==> config.mk <==
export PLATFORM = sky130hd
export DESIGN_NAME = rgb_gray_ingest
export DESIGN_NICKNAME = d
export VERILOG_FILES = /design/src/rtl/rgb_gray_ingest.sv
export SDC_FILE = /design/constraint.sdc
export NUM_CORES = 1
export LEC_CHECK = 0
export BUFFER_PORTS_ARGS = -buffer_cell sky130_fd_sc_hd__buf_2
export CORE_UTILIZATION = 50
export CTS_BUF_LIST = sky130_fd_sc_hd__clkbuf_16
export CTS_CLUSTER_DIAMETER = 100
export DETAILED_ROUTE_END_ITERATION = 7
export PLACE_DENSITY = 0.67
export SYNTH_ARGS = -nofsm -noshare
export SYNTH_HDL_FRONTEND = slang
export SYNTH_SLANG_ARGS = --single-unit
==> constraint.sdc <==
create_clock -name clk -period 8.7 [get_ports clk]
set_input_delay 0.435 -clock clk [delete_from_list [all_inputs] [get_ports clk]]
set_output_delay 0.435 -clock clk [all_outputs]
set_load 0.05 [all_outputs]
==> src/rtl/rgb_gray_ingest.sv <==
// Frame ingest: groups interleaved R,G,B bytes into pixels, converts each to luma,
// and streams it through a small FWFT FIFO with frame markers. GRAY_STATS_EN adds per-frame min/max.
module rgb_gray_ingest #(
  parameter int WIDTH      = 5,
  parameter int HEIGHT     = 5,
  parameter int FIFO_DEPTH = 4
) (
  input  logic       clk,
  input  logic       rst_n,
  input  logic       start,
  output logic       camera_en,
  input  logic       s_valid,
  input  logic [7:0] s_data,
  output logic       m_valid,
  input  logic       m_ready,
  output logic [7:0] m_data,
  output logic       m_sof,
  output logic       m_eol,
  output logic       m_eof,
  output logic       busy,
  output logic       done,
`ifdef GRAY_STATS_EN
  output logic [7:0] frame_min,
  output logic [7:0] frame_max,
`endif
  output logic       overflow
);

  // state | meaning
  // IDLE  | waiting for start
  // REQ   | camera enabled, sampling bytes into pixels
  // DRAIN | frame captured, emptying the FIFO before done
  typedef enum logic [1:0] {S_IDLE, S_REQ, S_DRAIN} state_t;

  localparam int AW = $clog2(FIFO_DEPTH);
  localparam int XW = (WIDTH > 1) ? $clog2(WIDTH) : 1;
  localparam int YW = (HEIGHT > 1) ? $clog2(HEIGHT) : 1;

  state_t          r_state;
  state_t          w_state_nxt;
  logic [1:0]      r_phase;
  logic [7:0]      r_red;
  logic [7:0]      r_green;
  logic [XW-1:0]   r_x;
  logic [YW-1:0]   r_y;
  logic [10:0]     r_mem [FIFO_DEPTH];
  logic [AW:0]     r_wr_ptr;
  logic [AW:0]     r_rd_ptr;
  logic            r_overflow;

  logic            w_empty;
  logic            w_full;
  logic            w_byte;
  logic            w_pix;
  logic            w_pop;
  logic            w_push;
  logic            w_drop;
  logic            w_start_req;
  logic [15:0]     w_sum;
  logic [7:0]      w_luma;
  logic            w_sof;
  logic            w_eol;
  logic            w_eof;
  logic [10:0]     w_head;

  assign w_empty     = (r_wr_ptr == r_rd_ptr);
  assign w_full      = (r_wr_ptr[AW] != r_rd_ptr[AW]) &&
                       (r_wr_ptr[AW-1:0] == r_rd_ptr[AW-1:0]);
  assign w_byte      = (r_state == S_REQ) && s_valid;
  assign w_pix       = w_byte && (r_phase == 2'd2);
  assign w_pop       = !w_empty && m_ready;
  // A pop on the same edge frees the slot, so a full FIFO still accepts the pixel
  assign w_push      = w_pix && (!w_full || w_pop);
  assign w_drop      = w_pix && w_full && !w_pop;
  assign w_start_req = (r_state == S_IDLE) && start;

  // Worst case 256*255+128 still fits in 16 bits
  assign w_sum  = 16'd77  * {8'd0, r_red}
                + 16'd150 * {8'd0, r_green}
                + 16'd29  * {8'd0, s_data}
                + 16'd128;
  assign w_luma = 8'(w_sum >> 8);

  assign w_sof = (r_x == '0) && (r_y == '0);
  assign w_eol = (r_x == XW'(WIDTH - 1));
  assign w_eof = w_eol && (r_y == YW'(HEIGHT - 1));

  assign w_head   = r_mem[r_rd_ptr[AW-1:0]];
  assign m_valid  = !w_empty;
  assign m_data   = w_head[10:3];
  assign m_sof    = w_head[2];
  assign m_eol    = w_head[1];
  assign m_eof    = w_head[0];
  assign overflow = r_overflow;

  always_ff @(posedge clk or negedge rst_n) begin
    if (!rst_n) r_state <= S_IDLE;
    else        r_state <= w_state_nxt;
  end

  // camera_en decodes the state register directly so reset drops it without a clock
  always_comb begin
    w_state_nxt = r_state;
    camera_en   = 1'b0;
    busy        = 1'b0;
    done        = 1'b0;
    case (r_state)
      S_IDLE: begin
        if (start) w_state_nxt = S_REQ;
      end
      S_REQ: begin
        camera_en = 1'b1;
        busy      = 1'b1;
        if (w_pix && w_eof) w_state_nxt = S_DRAIN;
      end
      S_DRAIN: begin
        busy = 1'b1;
        if (w_empty) begin
          done        = 1'b1;
          w_state_nxt = S_IDLE;
        end
      end
      default: w_state_nxt = S_IDLE;
    endcase
  end

  always_ff @(posedge clk or negedge rst_n) begin
    if (!rst_n) begin
      r_phase    <= 2'd0;
      r_red      <= 8'd0;
      r_green    <= 8'd0;
      r_x        <= '0;
      r_y        <= '0;
      r_overflow <= 1'b0;
    end else begin
      if (w_start_req) begin
        r_phase    <= 2'd0;
        r_x        <= '0;
        r_y        <= '0;
        r_overflow <= 1'b0;
      end else if (w_byte) begin
        case (r_phase)
          2'd0: begin
            r_red   <= s_data;
            r_phase <= 2'd1;
          end
          2'd1: begin
            r_green <= s_data;
            r_phase <= 2'd2;
          end
          default: begin
            r_phase <= 2'd0;
            if (w_eol) begin
              r_x <= '0;
              r_y <= w_eof ? '0 : r_y + 1'b1;
            end else begin
              r_x <= r_x + 1'b1;
            end
          end
        endcase
      end
      if (w_drop) r_overflow <= 1'b1;
    end
  end

  always_ff @(posedge clk or negedge rst_n) begin
    if (!rst_n) begin
      r_wr_ptr <= '0;
      r_rd_ptr <= '0;
      for (int i = 0; i < FIFO_DEPTH; i++) r_mem[i] <= '0;
    end else begin
      if (w_push) begin
        r_mem[r_wr_ptr[AW-1:0]] <= {w_luma, w_sof, w_eol, w_eof};
        r_wr_ptr <= r_wr_ptr + 1'b1;
      end
      if (w_pop) r_rd_ptr <= r_rd_ptr + 1'b1;
    end
  end

`ifdef GRAY_STATS_EN
  logic [7:0] r_min;
  logic [7:0] r_max;

  // Dropped pixels still count: stats describe what the camera delivered
  always_ff @(posedge clk or negedge rst_n) begin
    if (!rst_n) begin
      r_min <= 8'd0;
      r_max <= 8'd0;
    end else if (w_start_req) begin
      r_min <= 8'hFF;
      r_max <= 8'h00;
    end else if (w_pix) begin
      if (w_luma < r_min) r_min <= w_luma;
      if (w_luma > r_max) r_max <= w_luma;
    end
  end

  assign frame_min = r_min;
  assign frame_max = r_max;
`else
  // Statistics outputs are not built in this configuration
`endif

endmodule

==> flow_metrics.env <==
export IMPL_finalNonFillerCells=842
export IMPL_min_period_over_period_pct=79.3
export IMPL_skew_ns=0.00755
export IMPL_start_util_pct=51.4
export IMPL_period_needed_ns=6.90
export IMPL_grt_start_max_net_pins=78
export IMPL_required_ns=8.92
export IMPL_status="completed"
export IMPL_cts_resized=0
export IMPL_syn_avg_cell_area_sq_um=10.8
export IMPL_drcViolationCount=0
export IMPL_cts_buffers=9
export IMPL_async_flop_share_pct=100
export IMPL_relSlewSlack_pct=24.6
export IMPL_grt_pass1_vias=4808
export IMPL_synth_top_cell_by_area="dfrtp_1"
export IMPL_clock_latency_ns=0.35
export IMPL_maxSlewViolCount=0
export IMPL_ant_nets=0
export IMPL_coreArea_sq_um=13200
export IMPL_yosys_warnings=0
export IMPL_io_pins=29
export IMPL_critPathKind="reg -> reg"
export IMPL_ys_flop_type="dfrtp_1"
export IMPL_first_iter_violations=200
export IMPL_holdWs_ns=0.228
export IMPL_antenna_found_initial=0
export IMPL_crit_buf_inv=4
export IMPL_reg2reg_slack_ns=1.80
export IMPL_critPathLaunchType="flip-flop"
export IMPL_dp_hpwl_um=10200
export IMPL_grt_pass1_wl_um=23100
export IMPL_cts_sinks=77
export IMPL_firstDrtPassIters=4
export IMPL_tns_ns=0
export IMPL_synth_area_sq_um=6810
export IMPL_grt_usage_pct=21.2
export IMPL_layout_nets=837
export IMPL_place_inst=826
export IMPL_die_h_um=119
export IMPL_final_setup_viol_count=0
export IMPL_die_area_sq_um=14100
export IMPL_areaGrowthSynthToFinish_pct=8.69
export IMPL_gp_congestion=0.797
export IMPL_hp_class="in -> async"
export IMPL_rows=42
export IMPL_synth_top_area_share_pct=28.3
export IMPL_synthTopCellsByArea="dfrtp_1 (28%), ha_1 (20%), fa_1 (16%)"
export IMPL_fmax_mhz=145
export IMPL_crit_fanout=5
export IMPL_synth_cells=633
export IMPL_overflow=0
export IMPL_tightest_slew_ns=1.12
export IMPL_path_clk_slew_ns=0.07
export IMPL_report_final_hold_viol_count=0
export IMPL_maxCapViolCount=0
export IMPL_post_cts_setup_buffers=0
export IMPL_wl_per_cell_um=15.5
export IMPL_vias=4507
export IMPL_critPathArrivalTime_ns=7.13
export IMPL_hold_buffers=0
export IMPL_slowest_stage="fa_1"
export IMPL_antenna_cells=0
export IMPL_ys_seq_area_share_pct=28.3
export IMPL_synthesis_nets=809
export IMPL_rsz0062_at_grt="false"
export IMPL_cpPeakStageDelay_ns=0.52
export IMPL_routed_via_density=5.35
export IMPL_cts_tree="done"
export IMPL_drive_gt1_share_pct=15.0
export IMPL_clockRootBuffer="clkbuf_16"
export IMPL_path_common_cell="fa_1"
export IMPL_cts_htree_levels=3
export IMPL_crit_family="adder cells"
export IMPL_synth_distinct_cells=52
export IMPL_ys_ff_latch=77
export IMPL_port_buffers=28
export IMPL_synth_edf_count=0
export IMPL_crit_chain="ha_1 -> ha_1 -> inv_1 -> fa_1 -> inv_1 -> fa_1 -> ha_1 -> xnor2_1 -> fa_1 -> fa_1 -> inv_1 -> fa_1 -> inv_1 -> fa_1 -> ha_1 -> ha_1 -> a21oi_1 -> nand2_1 -> a41o_1 -> a311oi_1 -> o21ai_2 -> mux2_2"
export IMPL_crit_path_end_kind="flip-flop"
export IMPL_wl_um=13000
export IMPL_cts_path_max_buffers=2
export IMPL_die_x_um=119
## cells in the final DEF, fill, tap and decap left out, types with 2 or more instances in the layout
cell type | synthesis | final
buf_2 | 4 | 27
o211ai_1 | 2 | 2
nor2_1 | 21 | 21
nand3_1 | 12 | 12
dfrtp_1 | 77 | 77
nand2b_1 | 2 | 2
o21a_1 | 5 | 5
nand2_1 | 45 | 45
mux4_2 | 10 | 10
and3_1 | 3 | 3
clkbuf_16 | 0 | 9
a211o_1 | 4 | 4
a211oi_1 | 3 | 3
nand3b_1 | 2 | 2
fa_1 | 55 | 55
o21ai_0 | 33 | 33
nor3_1 | 7 | 7
inv_1 | 112 | 112
nand4_1 | 2 | 2
xor2_1 | 7 | 7
a21oi_1 | 20 | 20
clkinvlp_4 | 0 | 2
a31o_2 | 2 | 2
xnor2_1 | 18 | 18
a311oi_1 | 2 | 2
inv_6 | 0 | 2
ha_1 | 108 | 108
mux2_2 | 33 | 33
nand2_2 | 4 | 4
a21o_1 | 5 | 5
nor3b_1 | 3 | 3
nand4b_1 | 4 | 4
## routing by layer
metal | track usage (%) | wire, um
met1 | 26.9 | 5980
met2 | 36.8 | 6570
met3 | 2.56 | 212
met4 | 7.91 | 255
met5 | 0 | 0
## registers in the layout, summed over array words and instances (netlist names), 2 cells and up
name and count:
r_y 3, r_phase 2, r_x 3, r_state 2
r_red 8, r_green 8, r_rd_ptr 3, r_wr_ptr 3
r_mem 44
## synthesized netlist by cell type, types with 2 or more instances
cell / count
a211o_1: 4
a211oi_1: 3
a21o_1: 5
a21oi_1: 20
a311oi_1: 2
a31o_2: 2
and3_1: 3
buf_2: 4
buf_4: 2
clkbuf_1: 5
dfrtp_1: 77
fa_1: 55
ha_1: 108
inv_1: 112
mux2_2: 33
mux4_2: 10
nand2_1: 45
nand2_2: 4
nand2b_1: 2
nand3_1: 12
nand3b_1: 2
nand4_1: 2
nand4b_1: 4
nor2_1: 21
nor3_1: 7
nor3b_1: 3
o211ai_1: 2
o21a_1: 5
o21ai_0: 33
xnor2_1: 18
xor2_1: 7
## logic make-up (layout without fill, tap and decap cells)
kind of cell	count (synthesis)	in the layout	synth area share (%)
flops	77	77	28.3
fa+ha+maj	163	163	36.0
simple gates	115	115	8.45
buf+inv	123	156	6.96
xor+xnor	25	25	3.21
mux	45	45	9.29
compound gates	85	85	7.81
## stage by stage
step	worst slack, ns	cell area, sq um	util, %
after floorplan	2.20	6810	-
after global placement	1.98	7120	53.8
after detailed placement	1.82	7120	53.8
after CTS	1.77	7400	55.9
after global routing	1.51	7400	55.9
final	1.80	7400	55.9
## path summary, 6_finish.rpt
path | from | end | cells after the start
setup reg to reg | r_green[4] | r_mem[8] | 22
setup / recovery | r_green[4] | r_mem[8] | 22
hold reg to reg | r_mem[34] | r_mem[34] | 2
hold / removal | rst_n | r_mem[17] | 1
max in group asynchronous | rst_n | r_red[4] | 1
min in group clk | m_ready | r_rd_ptr[2] | 3
## area by class of cell
type | instances | area [sq um]
Fill cell | 1159 | 5840
Multi-Input combinational cell | 433 | 4410
Timing Repair Buffer | 28 | 143
Inverter | 112 | 420
Tap cell | 176 | 220
Clock inverter | 7 | 57.6
Sequential cell | 77 | 1930
Clock buffer | 9 | 225
## worst register-to-register path, cell delays in order (launching register included)
cell,delay (ns)
dfrtp_1,0.44
ha_1,0.33
ha_1,0.28
inv_1,0.05
fa_1,0.52
inv_1,0.05
fa_1,0.45
ha_1,0.36
xnor2_1,0.23
fa_1,0.47
fa_1,0.51
inv_1,0.05
fa_1,0.47
inv_1,0.05
fa_1,0.47
ha_1,0.31
ha_1,0.35
a21oi_1,0.16
nand2_1,0.13
a41o_1,0.31
a311oi_1,0.39
o21ai_2,0.12
mux2_2,0.28
Power is left out: the tool's default activity adds up to more than one toggle a clock period on the data nets, which glitch-free logic cannot reach.
